<file path="src/rtl/bf_pc_sequencer_if.sv">
// Sequencer-facing bus: program-memory address/data plus the op handshake
// to the datapath and the datapath's zero flag.
interface bf_pc_sequencer_if #(
  parameter int PC_W = 9
) ();
  logic [PC_W-1:0] pc;
  logic [7:0]      instr;
  logic            cell_zero;
  logic            op_valid;
  logic [2:0]      op_code;
  logic            op_ready;

  modport master (
    output pc, op_valid, op_code,
    input  instr, cell_zero, op_ready
  );

  modport slave (
    input  pc, op_valid, op_code,
    output instr, cell_zero, op_ready
  );
endinterface

</file>
<file path="src/rtl/bf_pc_sequencer.sv">
// Brainfuck program-counter sequencer: fetches program bytes, issues datapath
// ops with a valid/ready handshake and resolves '[' / ']' by bracket scanning.
module bf_pc_sequencer #(
  parameter int PC_W    = 9,
  parameter int DEPTH_W = 8
) (
  input  logic sys_clk,
  input  logic rst,
  input  logic start,
  output logic busy,
  output logic done,
  output logic err,
  bf_pc_sequencer_if.master bus
);

  typedef enum logic [2:0] {
    S_IDLE, S_FETCH, S_ISSUE, S_SCAN_FWD, S_SCAN_BWD, S_HALT, S_ERROR
  } state_t;

  localparam logic [7:0] B_NUL = 8'h00;
  localparam logic [7:0] B_OPEN = 8'h5B;
  localparam logic [7:0] B_CLOSE = 8'h5D;
  localparam logic [PC_W-1:0] PC_MAX = '1;
  localparam logic [DEPTH_W-1:0] DEPTH_MAX = '1;
  localparam logic [DEPTH_W-1:0] DEPTH_ONE = DEPTH_W'(1);

  state_t              state_q, state_d;
  logic [PC_W-1:0]     pc_q, pc_d;
  logic [DEPTH_W-1:0]  depth_q, depth_d;
  logic [2:0]          op_code_q, op_code_d;
  logic                op_valid_q;

  // {is_op, op_code} for the six datapath bytes.
  function automatic logic [3:0] decode_op(input logic [7:0] b);
    case (b)
      8'h2B:   return {1'b1, 3'd0};
      8'h2D:   return {1'b1, 3'd1};
      8'h3E:   return {1'b1, 3'd2};
      8'h3C:   return {1'b1, 3'd3};
      8'h2E:   return {1'b1, 3'd4};
      8'h2C:   return {1'b1, 3'd5};
      default: return 4'b0000;
    endcase
  endfunction

  logic [3:0] dec;
  assign dec = decode_op(bus.instr);

  always_comb begin
    // NOTE: every comb output gets a default first so no path infers a latch.
    state_d   = state_q;
    pc_d      = pc_q;
    depth_d   = depth_q;
    op_code_d = op_code_q;

    unique case (state_q)
      S_IDLE, S_HALT, S_ERROR: begin
        if (start) begin
          state_d = S_FETCH;
          pc_d    = '0;
          depth_d = '0;
        end
      end

      S_FETCH: begin
        if (bus.instr == B_NUL) begin
          state_d = S_HALT;
        end else if (dec[3]) begin
          state_d   = S_ISSUE;
          op_code_d = dec[2:0];
        end else if (bus.instr == B_CLOSE && !bus.cell_zero) begin
          // Backward jump: step onto the byte before ']' and scan for '['.
          if (pc_q == '0) state_d = S_ERROR;
          else begin
            pc_d    = pc_q - PC_W'(1);
            depth_d = DEPTH_ONE;
            state_d = S_SCAN_BWD;
          end
        end else if (pc_q == PC_MAX) begin
          state_d = S_ERROR;
        end else begin
          pc_d = pc_q + PC_W'(1);
          if (bus.instr == B_OPEN && bus.cell_zero) begin
            depth_d = DEPTH_ONE;
            state_d = S_SCAN_FWD;
          end
        end
      end

      S_ISSUE: begin
        if (bus.op_ready) begin
          if (pc_q == PC_MAX) state_d = S_ERROR;
          else begin
            pc_d    = pc_q + PC_W'(1);
            state_d = S_FETCH;
          end
        end
      end

      S_SCAN_FWD: begin
        // Every non-NUL byte advances pc, so the pc limit is checked up front.
        if (bus.instr == B_NUL || pc_q == PC_MAX) begin
          state_d = S_ERROR;
        end else if (bus.instr == B_OPEN) begin
          if (depth_q == DEPTH_MAX) state_d = S_ERROR;
          else begin
            depth_d = depth_q + DEPTH_W'(1);
            pc_d    = pc_q + PC_W'(1);
          end
        end else begin
          pc_d = pc_q + PC_W'(1);
          if (bus.instr == B_CLOSE) begin
            if (depth_q == DEPTH_ONE) state_d = S_FETCH;
            else depth_d = depth_q - DEPTH_W'(1);
          end
        end
      end

      S_SCAN_BWD: begin
        if (bus.instr == B_OPEN && depth_q == DEPTH_ONE) begin
          if (pc_q == PC_MAX) state_d = S_ERROR;
          else begin
            pc_d    = pc_q + PC_W'(1);
            state_d = S_FETCH;
          end
        end else if (pc_q == '0) begin
          state_d = S_ERROR;
        end else if (bus.instr == B_CLOSE) begin
          if (depth_q == DEPTH_MAX) state_d = S_ERROR;
          else begin
            depth_d = depth_q + DEPTH_W'(1);
            pc_d    = pc_q - PC_W'(1);
          end
        end else begin
          pc_d = pc_q - PC_W'(1);
          if (bus.instr == B_OPEN) depth_d = depth_q - DEPTH_W'(1);
        end
      end

      default: state_d = S_IDLE;
    endcase
  end

  // Status outputs are registered from the next state so they align with it.
  always_ff @(posedge sys_clk) begin
    // NOTE: sequential state uses non-blocking assignments only.
    if (!rst) begin
      state_q    <= S_IDLE;
      pc_q       <= '0;
      depth_q    <= '0;
      op_code_q  <= '0;
      op_valid_q <= 1'b0;
      busy       <= 1'b0;
      done       <= 1'b0;
      err        <= 1'b0;
    end else begin
      state_q    <= state_d;
      pc_q       <= pc_d;
      depth_q    <= depth_d;
      op_code_q  <= op_code_d;
      op_valid_q <= (state_d == S_ISSUE);
      busy       <= (state_d == S_FETCH) || (state_d == S_ISSUE) ||
                    (state_d == S_SCAN_FWD) || (state_d == S_SCAN_BWD);
      done       <= (state_d == S_HALT);
      err        <= (state_d == S_ERROR);
    end
  end

  assign bus.pc       = pc_q;
  assign bus.op_valid = op_valid_q;
  assign bus.op_code  = op_code_q;

endmodule

</file>
<file path="src/flat_wrapper.sv">
// flat-port wrapper written by rule: the top's interface ports become plain ports
module bf_pc_sequencer_flat 
#(
  parameter int PC_W    = 9,
  parameter int DEPTH_W = 8
)
  (sys_clk, rst, start, busy, done, err, bus_pc, bus_op_valid, bus_op_code, bus_instr, bus_cell_zero, bus_op_ready);
  bf_pc_sequencer_if #(.PC_W(PC_W)) bus_i ();
  input  logic sys_clk;
  input  logic rst;
  input  logic start;
  output logic busy;
  output logic done;
  output logic err;
  output wire logic [$bits(bus_i.pc)-1:0] bus_pc;
  output wire logic [$bits(bus_i.op_valid)-1:0] bus_op_valid;
  output wire logic [$bits(bus_i.op_code)-1:0] bus_op_code;
  input wire logic [$bits(bus_i.instr)-1:0] bus_instr;
  input wire logic [$bits(bus_i.cell_zero)-1:0] bus_cell_zero;
  input wire logic [$bits(bus_i.op_ready)-1:0] bus_op_ready;
  assign bus_pc = bus_i.pc;
  assign bus_op_valid = bus_i.op_valid;
  assign bus_op_code = bus_i.op_code;
  assign bus_i.instr = bus_instr;
  assign bus_i.cell_zero = bus_cell_zero;
  assign bus_i.op_ready = bus_op_ready;
  bf_pc_sequencer #(.PC_W(PC_W), .DEPTH_W(DEPTH_W)) u_core (.sys_clk(sys_clk), .rst(rst), .start(start), .busy(busy), .done(done), .err(err), .bus(bus_i));
endmodule
</file>
<file path="config.mk">
export PLATFORM = sky130hd
export DESIGN_NAME = bf_pc_sequencer_flat
export DESIGN_NICKNAME = d
export VERILOG_FILES = /design/src/rtl/bf_pc_sequencer_if.sv /design/src/rtl/bf_pc_sequencer.sv /design/src/flat_wrapper.sv
export SDC_FILE = /design/constraint.sdc
export NUM_CORES = 1
export LEC_CHECK = 0
export ABC_AREA = 1
export CAP_MARGIN = 10
export CORE_MARGIN = 3
export CORE_UTILIZATION = 40
export DETAILED_ROUTE_END_ITERATION = 8
export SLEW_MARGIN = 40
export SYNTH_ARGS = -nofsm -noshare
export SYNTH_HDL_FRONTEND = slang
export SYNTH_SLANG_ARGS = --single-unit
</file>
<file path="constraint.sdc">
create_clock -name sys_clk -period 5.1 [get_ports sys_clk]
set_input_delay 0.765 -clock sys_clk [delete_from_list [all_inputs] [get_ports sys_clk]]
set_output_delay 0.765 -clock sys_clk [all_outputs]
set_load 0.005 [all_outputs]
</file>
Word level (Yosys, flattened, before mapping)
Cells that the tools add are included.
- add/subtract/negate cells: 4
- equality and inequality tests: 39
- multiplexer cells: 51
- bitwise gates (word level): 1
- reductions and logical operators: 17
- operators with widths (kind ; number):
    $mux W8 ; 16
    $mux W9 ; 14
    $eq A8 B6 Y1 const B ; 6
    $mux W3 ; 16
    $pmux W9 S5 ; 1
    $pmux W8 S4 ; 1
    $pmux W4 S6 ; 1
    $eq A3 B3 Y1 const B ; 6
    $eq A8 B7 Y1 const B ; 2
    $pmux W3 S5 ; 1
    $ne A2 B2 Y1 const B ; 7
    $reduce_and A13 Y1 ; 1
    $eq A3 B2 Y1 const B ; 4
    $reduce_and A10 Y1 ; 1
    $add A9 B1 Y9 const B ; 1
    $eq A9 B9 Y1 const B ; 1
    $logic_not A9 Y1 ; 1
    $ne A3 B1 Y1 const B ; 3
    $ne A3 B3 Y1 const B ; 3
    $sub A9 B1 Y9 const B ; 1
    $add A8 B1 Y8 const B ; 1
    $eq A8 B1 Y1 const B ; 1
    $eq A8 B8 Y1 const B ; 1
    $logic_not A8 Y1 ; 1
    other kinds (14) ; 21
- flip-flop bits (word level): 27
- bits of input ports: 13
- word-level logic and storage cells: 120

Longest topological paths before layout
Gate-level depths: netlist of the first run.
- depth in word-level cells: 12
- mapped depth: 18

Least setup slack after synthesis of the first run
No wires, ideal clock.
- kind: reg2reg
- from: reg u_core.pc_q[0], in the netlist u_core.bus.pc[0]
- to: reg u_core.busy
- library setup time: 0.113 ns
- arrival time: 2.353 ns
- required time: 4.987 ns
- setup slack: 2.634 ns
- stages on the path, launching flop included: 18
- path buffers: 2
- cell sequence: dfxtp_1 > ha_1 > nand2_1 > inv_1 > nand3_1 > nor2_1 > nand2_1 > nor2_1 > ha_1 > clkbuf_1 > inv_1 > clkbuf_1 > nand2_1 > nand3_1 > nor2_1 > nand3_1 > nor2_1 > nor2_1
- word-level cells in the longest chain between the ends: 10
- RTL lines (element ; line ; source):
    start: declaration ; bf_pc_sequencer.sv:28 ; logic [PC_W-1:0] pc_q, pc_d;
    start signal: assignment ; bf_pc_sequencer.sv:158 ; pc_q <= pc_d;
    $eq A9 B9 Y1 or $logic_not A9 Y1 (tied branches) ; -- ;
    $mux W3 or $mux W2 (tied branches) ; bf_pc_sequencer.sv:79, bf_pc_sequencer.sv:73 ;
    $mux W3 ; bf_pc_sequencer.sv:71 ; end else if (bus.instr == B_CLOSE && !bus.cell_zero) begin
    $mux W3 ; bf_pc_sequencer.sv:68 ; end else if (dec[3]) begin
    $mux W3 ; bf_pc_sequencer.sv:66 ; if (bus.instr == B_NUL) begin
    $pmux W3 S5 (*) ; bf_pc_sequencer.sv:56 ; unique case (state_q)
    $eq A3 B1 Y1 or $eq A3 B2 Y1 (tied branches) ; bf_pc_sequencer.sv:162 ; busy <= (state_d == S_FETCH) || (state_d == S_ISSUE) ||
    $logic_or A1 B1 Y1 (2 in a row) ; bf_pc_sequencer.sv:162 ;
    $logic_or A1 B1 Y1 (*) ; bf_pc_sequencer.sv:163 ; (state_d == S_SCAN_FWD) || (state_d == S_SCAN_BWD);
    end signal: assignment ; bf_pc_sequencer.sv:162 ;
    end: declaration ; bf_pc_sequencer.sv:10 ; output logic busy,
Mark *: on every way between the ends. The rest lies on a longest branch, timed or not.
A chain may end at the register's enable or synchronous reset.

Worst setup path in the final report of the first run
- from: reg u_core.pc_q[0], in the netlist u_core.bus.pc[0]
- to: reg u_core.err
- word-level cells in the longest chain between the ends: 7
- RTL lines (element ; line ; source):
    $eq A9 B9 Y1 or $logic_not A9 Y1 (tied branches) ; -- ;
    $mux W3 or $mux W2 (tied branches) ; bf_pc_sequencer.sv:79, bf_pc_sequencer.sv:73 ;
    $mux W3 ; bf_pc_sequencer.sv:71 ;
    $mux W3 ; bf_pc_sequencer.sv:68 ;
    $mux W3 ; bf_pc_sequencer.sv:66 ;
    $pmux W3 S5 (*) ; bf_pc_sequencer.sv:56 ;
    $eq A3 B3 Y1 (*) ; bf_pc_sequencer.sv:165 ; err <= (state_d == S_ERROR);
    end signal: assignment ; bf_pc_sequencer.sv:165 ;
    end: declaration ; bf_pc_sequencer.sv:12 ; output logic err,
Marks and branches as above.

==> results of run 1 <==
==> power by group through the flow <==
stage / combinational, uW / clock (uW) / sequential [uW]
6_report: 128 / 133 / 224
5_1_grt: 144 / 140 / 225
4_1_cts: 129 / 137 / 224
3_5_place_dp: 128 / 0 / 229
3_3_place_gp: 128 / 0 / 229
2_1_floorplan: 89.5 / 0 / 227
==> metrics by stage <==
stage          hold WS (ns)  worst slack (ns)
2_1_floorplan         0.462              2.63
3_3_place_gp          0.460              2.19
3_5_place_dp          0.471              2.19
4_1_cts               0.487              2.36
5_1_grt               0.505              1.89
6_report              0.484              2.36
==> final cells by class <==
| class | instances | area, um^2 |
|---|---|---|
| fillers | 692 | 3370 |
| multi-input cells | 354 | 1890 |
| flip-flops and latches | 27 | 541 |
| repair buffers | 28 | 280 |
| inverters | 52 | 195 |
| well taps | 77 | 96.3 |
| clock buffers | 3 | 41.3 |
| clock inverters | 1 | 5.00 |
==> per-layer routing <==
metal	vias to the layer above	wire length (um)	GRT usage, %
met3	5	259	1.79
li1	1494	-	-
met2	63	3280	32.8
met1	1285	3590	28.4
met4	0	61	3.91
met5	-	0	0
==> Yosys cell counts, types with 3 or more instances <==
library cell / instances / share of area [%]
nand2_1: 121 / 17
nand3_1: 55 / 10
nor2_1: 51 / 7.1
inv_1: 42 / 5.9
dfxtp_1: 27 / 20
a21oi_1: 21 / 3.9
xor2_1: 16 / 5.2
o21ai_0: 15 / 2.8
ha_1: 9 / 4.2
inv_2: 9 / 1.3
o211ai_1: 8 / 2.2
nand2_2: 6 / 1.4
nand4_1: 6 / 1.4
nor3_1: 6 / 1.1
buf_2: 5 / 0.93
clkbuf_1: 5 / 0.70
nor2_4: 5 / 2.1
o21ai_1: 5 / 0.93
nand3_2: 4 / 1.5
nor2_2: 3 / 0.70
o22ai_1: 3 / 0.70
==> cells by family after synthesis <==
group	Yosys count	share of synthesized area (%)
AOI/OAI and AO/OA	63	14.2
xor gates and xnor gates	18	5.87
adders and majority gates	9	4.19
buffers and inverters	64	9.46
DFF	27	20.1
and+or+nand+nor	264	46.2
==> registers in the layout, summed over array words and instances (netlist names) <==
signal,flops
u_core.bus.pc,9
u_core.bus.op_valid,1
u_core.err,1
u_core.done,1
u_core.bus.op_code,3
u_core.busy,1
u_core.state_q,3
u_core.depth_q,8
==> worst reg2reg max path: cells and delay by family (launching register included) <==
| kind | cells | cell delay, ns |
|---|---|---|
| flops | 1 | 0.47 |
| fa+ha+maj | 2 | 0.61 |
| buf+inv | 2 | 0.35 |
| simple gates | 11 | 1.18 |
| compound gates | 1 | 0.07 |
==> worst max path at each step <==
stage / slack, ns / cells after the start / to / from
CTS: 2.36 / 16 / u_core.err$_SDFF_PN0_ / u_core.bus.pc[0]$_SDFFE_PN0P_
global placement: 2.19 / 10 / u_core.bus.pc[1]$_SDFFE_PN0P_ / bus_instr[3]
floorplan: 2.63 / 17 / u_core.busy$_SDFF_PN0_ / u_core.bus.pc[0]$_SDFFE_PN0P_
detailed placement: 2.19 / 10 / u_core.depth_q[6]$_SDFFE_PN0P_ / bus_instr[3]
global route: 1.89 / 16 / u_core.err$_SDFF_PN0_ / u_core.bus.pc[0]$_SDFFE_PN0P_
finish: 2.36 / 16 / u_core.err$_SDFF_PN0_ / u_core.bus.pc[0]$_SDFFE_PN0P_
==> flow_metrics.py, run 1 <==
metrics = {
    "finish": {
        "fin_util_pct": 47.5,
        "final_layout_size_suffix_gt1_share_pct": 8.60,
        "diodes": 0,
        "final_cell_mix": "121 x nand2_1, 55 x nand3_1, 51 x nor2_1",
        "final_common_cell": "nand2_1",
        "final_nets": 488,
        "fin_cells": 542,
        "finalInstanceArea_um2": 3050,
        "syn2layout_area_growth_pct": 13.6,
    },
    "yosys": {
        "netlist_instances": 445,
        "synth_nets": 467,
        "synth-edff-count": 0,
        "synth-seq-cells": 27,
        "avgSynthCellArea_um2": 6.03,
        "yosysSeqAreaShare_pct": 20.1,
        "ys_async_sr_fraction_pct": 0,
        "yosysUniqueCellTypes": 39,
        "synth_flop_cell": "dfxtp_1",
        "yosysWarnings": 0,
        "netlist_area_um2": 2690,
    },
    "pwr": {
        "powerDensity_nw_per_um2": 159,
        "p_int_uw": 319,
        "combPwrFrac_pct": 26.4,
        "peakVddDrop_v": 0.0000937,
        "power_switching_uw": 166,
        "p_sw_share_pct": 34.2,
        "clkPwrFrac_pct": 27.4,
        "total_leakage_power_uw": 0.00133,
        "finalPower_uw": 485,
        "seqPwrFrac_pct": 46.2,
    },
    "critical_path": {
        "reg2reg_from": "u_core.bus.pc[0]$_SDFFE_PN0P_",
        "critPathKind": "register to register",
        "rr_endpoint": "u_core.err$_SDFF_PN0_",
        "end_kind": "register",
        "startpoint_type": "register",
        "reg2regPathDepth": 16,
        "path_delay_family": "simple AND/OR/NAND/NOR gates",
        "slowest_delay_ns": 0.47,
        "worst-path-buf-inv": 2,
        "crit_arrival_ns": 2.96,
        "reg2reg_slack_ns": 2.36,
        "cp_slowest_cell": "dfxtp_1",
        "cp.required_ns": 5.31,
        "crit_chain": "ha_1, nand2_1, inv_1, nand3_1, nor2_1, nand2_1, nor2_1, ha_1, inv_1, nand2_1, a21oi_1, nand3_1, nor2_1, nand2_1, nand2_1, nor3_1",
        "critPathMaxFanout": 11,
        "crit_path_frequent_cell": "nand2_1",
    },
    "global_routing": {
        "antenna_found_initial": 0,
        "first_global_vias": 2656,
        "grt_usage_pct": 19.9,
        "grt_first_pass_wirelength_um": 12600,
        "grt_max_degree": 20,
        "grt_overflow_total": 0,
    },
    "route": {
        "drc": 0,
        "vias": 2847,
        "drt_wl_total_um": 7190,
        "via_per_inst": 5.25,
        "first_pass_iters": 4,
        "antenna_left": 0,
        "wire_per_inst_um": 13.3,
        "dr.first_iter.drc_count": 220,
    },
    "min_path": {
        "holdCritPathClass": "register to register",
        "min_from": "u_core.bus.op_code[2]$_SDFFE_PN0P_",
        "hold_path_end": "u_core.bus.op_code[2]$_SDFFE_PN0P_",
        "min_path_cells": 2,
    },
    "timing": {
        "hold_viol": 0,
        "finalMaxSlewViolations": 0,
        "tightest_slew_ns": 0.634,
        "slew_headroom_pct": 57.5,
        "post-route-period-util_pct": 53.8,
        "post-route-min-period_ns": 2.74,
        "setup_violations": 0,
        "max_clock_freq_mhz": 365,
        "tns_ns": 0,
        "rsz0062_at_grt": "false",
        "fin_skew_ns": 0.00394,
    },
    "floorplan": {
        "die_y_um": 87.9,
        "initial_utilization_pct": 41.8,
        "row_count": 29,
        "fp.dieW_um": 87.9,
        "boundaryPins": 29,
        "core_um2": 6420,
        "die-area_um2": 7730,
    },
    "clocking": {
        "worstSkewPairLatency_ns": 0.29,
        "clockRootBuffer": "clkbuf_8",
        "cts.clk_slew.worst_paths_ns": 0.11,
        "cts_hold_buf": 0,
        "htreeDepth": 1,
        "post_cts_resized": 0,
        "tritoncts": "yes",
        "cts_setup_buffers": 0,
        "tritoncts_num_sinks": 27,
        "cts_buffer_depth": 2,
        "cts_buffers": 3,
    },
    "placement": {
        "post-place-cells": 538,
        "port_buffers": 28,
        "hpwl_um": 5600,
        "placed_area_um2": 3000,
        "gp_congestion": 0.863,
    },
    "run": {
        "drv_cap": 0,
    },
    "outcome": {
        "status": "completed",
    },
}
(Power assumes the default switching activity.)
==> run 2: changes to the inputs <==
Clock period 5.1 ns to 2.2 ns, I/O delays scaled along.
==> run 2 against run 1 <==
  * Fmax is 26% higher
  * Clock power is 110% higher
  * Worst setup slack worse by 2.3 ns
  * Largest cell class unchanged
  * Critical endpoint is now u_core.depth_q[1]$_SDFFE_PN0P_
  * Utilization is 10 points higher
  * Largest power group unchanged
==> flow_metrics.py, run 2 (synthesis gave the netlist of run 1 again) <==
metrics = {
    "global_routing": {
        "grt_max_degree": 15,
        "first_global_vias": 2693,
        "grt_first_pass_wirelength_um": 12500,
        "grt_usage_pct": 19.9,
        "antenna_found_initial": 0,
        "grt_overflow_total": 0,
    },
    "route": {
        "via_per_inst": 5.07,
        "drt_wl_total_um": 7830,
        "dr.first_iter.drc_count": 248,
        "wire_per_inst_um": 13.1,
        "vias": 3039,
        "antenna_left": 0,
        "drc": 0,
        "first_pass_iters": 4,
    },
    "critical_path": {
        "end_kind": "register",
        "crit_path_start": "u_core.bus.pc[1]$_SDFFE_PN0P_",
        "critPathMaxFanout": 5,
        "crit_arrival_ns": 2.38,
        "critPathKind": "register to register",
        "startpoint_type": "register",
        "cp.required_ns": 2.41,
        "reg2reg_from": "u_core.bus.pc[1]$_SDFFE_PN0P_",
    },
    "finish": {
        "final_cell_mix": "114 x nand2_1, 52 x nand3_1, 43 x nor2_1, 43 x buf_4, 38 x inv_1",
        "final_layout_size_suffix_gt1_share_pct": 26.6,
        "final_nets": 546,
        "diodes": 0,
        "fin_util_pct": 57.8,
        "fill_cells": 643,
        "seqCellArea_um2": 543,
        "final_common_cell": "nand2_1",
        "multi_input_area_um2": 2060,
        "largest_reg_flops": 9,
        "syn2layout_area_growth_pct": 38.2,
    },
    "run": {
        "drv_cap": 0,
    },
    "floorplan": {
        "row_count": 29,
        "initial_utilization_pct": 41.8,
        "boundaryPins": 29,
        "core_um2": 6420,
        "die_y_um": 87.9,
        "fp.dieW_um": 87.9,
        "die-area_um2": 7730,
    },
    "pwr": {
        "power_switching_uw": 382,
        "finalPower_uw": 1180,
        "clkPwrFrac_pct": 23.4,
        "seqPwrFrac_pct": 43.6,
        "p_int_uw": 798,
        "total_leakage_power_uw": 0.00163,
        "combPwrFrac_pct": 32.9,
        "p_sw_share_pct": 32.4,
        "peakVddDrop_v": 0.000267,
        "powerDensity_nw_per_um2": 318,
    },
    "timing": {
        "finalMaxSlewViolations": 0,
        "post-route-min-period_ns": 2.17,
        "post-route-period-util_pct": 98.9,
        "setup_slack_ns": 0.0253,
        "max_clock_freq_mhz": 460,
        "fin_skew_ns": 0.00531,
        "setup_violations": 0,
        "rsz0062_at_grt": "true",
        "slew_headroom_pct": 76.2,
        "tightest_slew_ns": 0.356,
        "hold_viol": 0,
    },
    "outcome": {
        "status": "completed",
    },
    "min_path": {
        "min_from": "u_core.bus.op_code[2]$_SDFFE_PN0P_",
        "holdCritPathClass": "register to register",
    },
    "clocking": {
        "htreeDepth": 1,
        "tritoncts": "yes",
        "cts_buffer_depth": 2,
        "clockRootBuffer": "clkbuf_8",
        "worstSkewPairLatency_ns": 0.27,
        "cts_buffers": 3,
        "tritoncts_num_sinks": 27,
        "cts.clk_slew.worst_paths_ns": 0.09,
    },
    "placement": {
        "hpwl_um": 5970,
        "port_buffers": 28,
        "place_ws_ns": -0.109,
        "gp_congestion": 0.884,
    },
}
-- run 2: power by group through the flow --
stage	combinational, uW	clock [uW]	sequential [uW]
floorplan	207	0	527
global placement	336	0	524
detailed placement	337	0	525
CTS	345	294	513
global route	427	303	517
finish	389	276	515
-- run 2: worst paths after layout --
check	to	slack, ns	cells after the start
worst max-delay path	u_core.depth_q[1]$_SDFFE_PN0P_	0.03	15
worst max register to register	u_core.depth_q[1]$_SDFFE_PN0P_	0.03	15
worst min register to register	u_core.bus.op_code[2]$_SDFFE_PN0P_	0.47	2
worst min-delay path	u_core.bus.op_code[2]$_SDFFE_PN0P_	0.47	2
-- run 2: area by class of cell --
| class | count | share of cell area [%] |
|---|---|---|
| Clock buffer | 4 | 1.21 |
| Inverter | 52 | 5.33 |
| Multi-Input combinational cell | 355 | 55.6 |
| Sequential cell | 27 | 14.6 |
| Tap cell | 77 | 2.60 |
| Timing Repair Buffer | 85 | 20.6 |
-- run 2: critical path, stage by stage (launching register included) --
cell,delay (ns)
dfxtp_2,0.34
ha_4,0.16
nand2_2,0.06
inv_2,0.03
nand3_2,0.07
nor2_1,0.05
nand2_1,0.12
nor2_2,0.07
ha_2,0.19
buf_6,0.13
o21ai_2,0.12
nand4_1,0.16
nor2_4,0.23
buf_6,0.15
nand3_2,0.08
a21oi_2,0.14
-- run 2: metrics by stage --
stage	std cells	setup TNS (ns)	hold slack, ns	instance area [um^2]
after floorplan	445	0	0.446	2700
after global placement	588	-0.957	0.461	3380
after detailed placement	588	-1.31	0.462	3380
after CTS	595	-0.000113	0.476	3470
after global routing	600	-1.54	0.495	3710
final	600	0	0.472	3710
-- run 2: metal layers --
layer	global-route usage (%)	vias to the layer above	wire (um)
li1	-	1610	-
met1	28.7	1370	3820
met2	32.4	55	3730
met3	2.45	4	225
met4	2.79	0	57
met5	0	-	0
-- run 2: repair_timing --
item | CTS | global route
pin swaps | 6 | 28
setup buffers | 3 | 4
endpoints found under the setup margin | 15 | 24
cloned | 0 | 1
hold buffers | 0 | 0
resized for setup | 8 | 53
endpoints found under the hold margin | 0 | 0
==> run 3: changes to the inputs <==
Clock period 2.2 ns to 2.57 ns, I/O delays scaled along.
==> run 3 against run 2 <==
  * Via count shrank 3.4%
  * Clock power down 8.7%
  * First-iteration DRC count decreased by 10%
  * Non-clock buffer count fell by 37
  * Highest routed layer unchanged
==> flow_metrics.py, run 3 (synthesis gave the netlist of run 1 again) <==
metrics = {
    "finish": {
        "final_cell_mix": "119 x nand2_1, 55 x nand3_1, 48 x nor2_1",
        "largest_reg_flops": 9,
        "fin_cells": 562,
        "syn2layout_area_growth_pct": 20.6,
        "final_nets": 508,
        "diodes": 0,
        "final_common_cell": "nand2_1",
        "final_layout_size_suffix_gt1_share_pct": 13.4,
        "fill_cells": 683,
    },
    "route": {
        "vias": 2935,
        "drt_wl_total_um": 7440,
        "drc": 0,
        "via_per_inst": 5.22,
        "first_pass_iters": 4,
        "dr.first_iter.drc_count": 222,
        "antenna_left": 0,
        "wire_per_inst_um": 13.2,
    },
    "floorplan": {
        "row_count": 29,
        "die-area_um2": 7730,
        "die_y_um": 87.9,
        "core_um2": 6420,
        "boundaryPins": 29,
        "initial_utilization_pct": 41.8,
        "fp.dieW_um": 87.9,
    },
    "critical_path": {
        "crit_arrival_ns": 2.56,
        "worst-path-buf-inv": 3,
        "cp.required_ns": 2.73,
        "reg2reg_slack_ns": 0.17,
        "cp_slowest_cell": "dfxtp_1",
        "critPathKind": "register to register",
        "slowest_delay_ns": 0.32,
        "startpoint_type": "register",
        "path_delay_family": "simple AND/OR/NAND/NOR gates",
        "critPathMaxFanout": 9,
        "end_kind": "register",
        "crit_path_frequent_cell": "nor2_1",
        "crit_chain": "ha_1, nand2_2, inv_1, nand3_1, nor2_1, nand2_1, nor2_2, ha_1, buf_4, nor2_1, nor2_2, nor3b_4, buf_12, nand2_4, o21ai_1, nor2_1",
    },
    "pwr": {
        "peakVddDrop_v": 0.000214,
        "seqPwrFrac_pct": 44.5,
        "p_int_uw": 666,
        "combPwrFrac_pct": 30.0,
        "clkPwrFrac_pct": 25.5,
        "power_switching_uw": 321,
        "powerDensity_nw_per_um2": 305,
        "finalPower_uw": 987,
        "total_leakage_power_uw": 0.00144,
        "p_sw_share_pct": 32.6,
    },
    "timing": {
        "tns_ns": 0,
        "post-route-period-util_pct": 93.4,
        "tightest_slew_ns": 0.626,
        "rsz0062_at_grt": "false",
        "slew_headroom_pct": 58.0,
        "hold_viol": 0,
        "post-route-min-period_ns": 2.40,
        "fin_skew_ns": 0.00206,
        "setup_violations": 0,
        "finalMaxSlewViolations": 0,
        "max_clock_freq_mhz": 417,
    },
    "clocking": {
        "worstSkewPairLatency_ns": 0.28,
        "tritoncts_num_sinks": 27,
        "cts_buffers": 3,
        "cts_hold_buf": 0,
        "cts.clk_slew.worst_paths_ns": 0.10,
        "cts_buffer_depth": 2,
        "tritoncts": "yes",
        "clockRootBuffer": "clkbuf_8",
        "htreeDepth": 1,
    },
    "global_routing": {
        "use_met3_pct": 2.45,
        "met2_usage_pct": 33.7,
        "antenna_found_initial": 0,
        "grt_busiest_layer": "met2",
        "grt_max_degree": 20,
        "grt_first_pass_wirelength_um": 12700,
        "gr-usage-met1_pct": 27.8,
        "grt_overflow_total": 0,
        "first_global_vias": 2725,
        "grt_usage_pct": 20.3,
    },
    "outcome": {
        "status": "completed",
    },
    "placement": {
        "port_buffers": 28,
        "post-place-cells": 551,
        "hpwl_um": 5820,
        "gp_congestion": 0.867,
    },
    "run": {
        "drv_cap": 0,
    },
    "min_path": {
        "holdCritPathClass": "register to register",
    },
}
-- run 3: cell count changes in the layout (fill, tap and decap cells not counted), moves of 4 or more --
cell and change:
buf_4 -25, buf_6 -13, a21oi_1 +9, a21oi_2 -9
nand2_1 +5, nor2_1 +5, inv_1 +4, nand2_2 -4
-- run 3: metal layers --
layer | vias up | routed length [um]
met4 | 0 | 112
met3 | 12 | 324
met2 | 63 | 3510
li1 | 1531 | -
met1 | 1329 | 3490
met5 | - | 0
-- run 3: power groups by stage --
stage                     combinational (uW)  clock (uW)  sequential (uW)
after floorplan                          178           0              451
after global placement                   261           0              449
after detailed placement                 263           0              449
after CTS                                265         260              439
after global routing                     331         274              441
final                                    296         252              439
-- run 3: worst register-to-register path, cell delays in order, from the launching register on --
cell	delay (ns)
dfxtp_1	0.32
ha_1	0.21
nand2_2	0.10
inv_1	0.04
nand3_1	0.11
nor2_1	0.06
nand2_1	0.10
nor2_2	0.06
ha_1	0.22
buf_4	0.17
nor2_1	0.13
nor2_2	0.06
nor3b_4	0.24
buf_12	0.16
nand2_4	0.09
o21ai_1	0.15
nor2_1	0.05
-- run 3: path summary, 6_finish.rpt --
check | start | cells past startpoint | end
hold reg to reg | u_core.bus.op_code[2]$_SDFFE_PN0P_ | 2 | u_core.bus.op_code[2]$_SDFFE_PN0P_
setup reg to reg | u_core.bus.pc[0]$_SDFFE_PN0P_ | 16 | u_core.depth_q[6]$_SDFFE_PN0P_
hold / removal | u_core.bus.op_code[2]$_SDFFE_PN0P_ | 2 | u_core.bus.op_code[2]$_SDFFE_PN0P_
setup / recovery | u_core.bus.pc[0]$_SDFFE_PN0P_ | 16 | u_core.depth_q[6]$_SDFFE_PN0P_
-- run 3: timing repair --
item | in CTS | in global routing
resized for setup | 0 | 6
setup buffers | 0 | 7
endpoints found under the setup margin | 0 | 22
hold endpoints to repair | 0 | 0
-- run 3: through the flow --
step | setup WS (ns) | utilization, % | hold WS (ns) | cell area [um^2]
2_1_floorplan | 0.104 | - | 0.462 | 2690
3_3_place_gp | 0.0861 | 48.3 | 0.461 | 3100
3_5_place_dp | 0.0648 | 48.3 | 0.468 | 3100
4_1_cts | 0.0855 | 49.0 | 0.482 | 3150
5_1_grt | 0.00502 | 50.4 | 0.498 | 3240
6_report | 0.170 | 50.4 | 0.478 | 3240
-- run 3: cell type report --
type | instances | area [um^2] | area share (%)
multi-input combinational | 354 | 1910 | 58.8
sequential | 27 | 541 | 16.7
timing repair buffer | 48 | 455 | 14.1
inverter | 52 | 195 | 6.03
tap | 77 | 96.3 | 2.98
clock buffer | 4 | 45.0 | 1.39
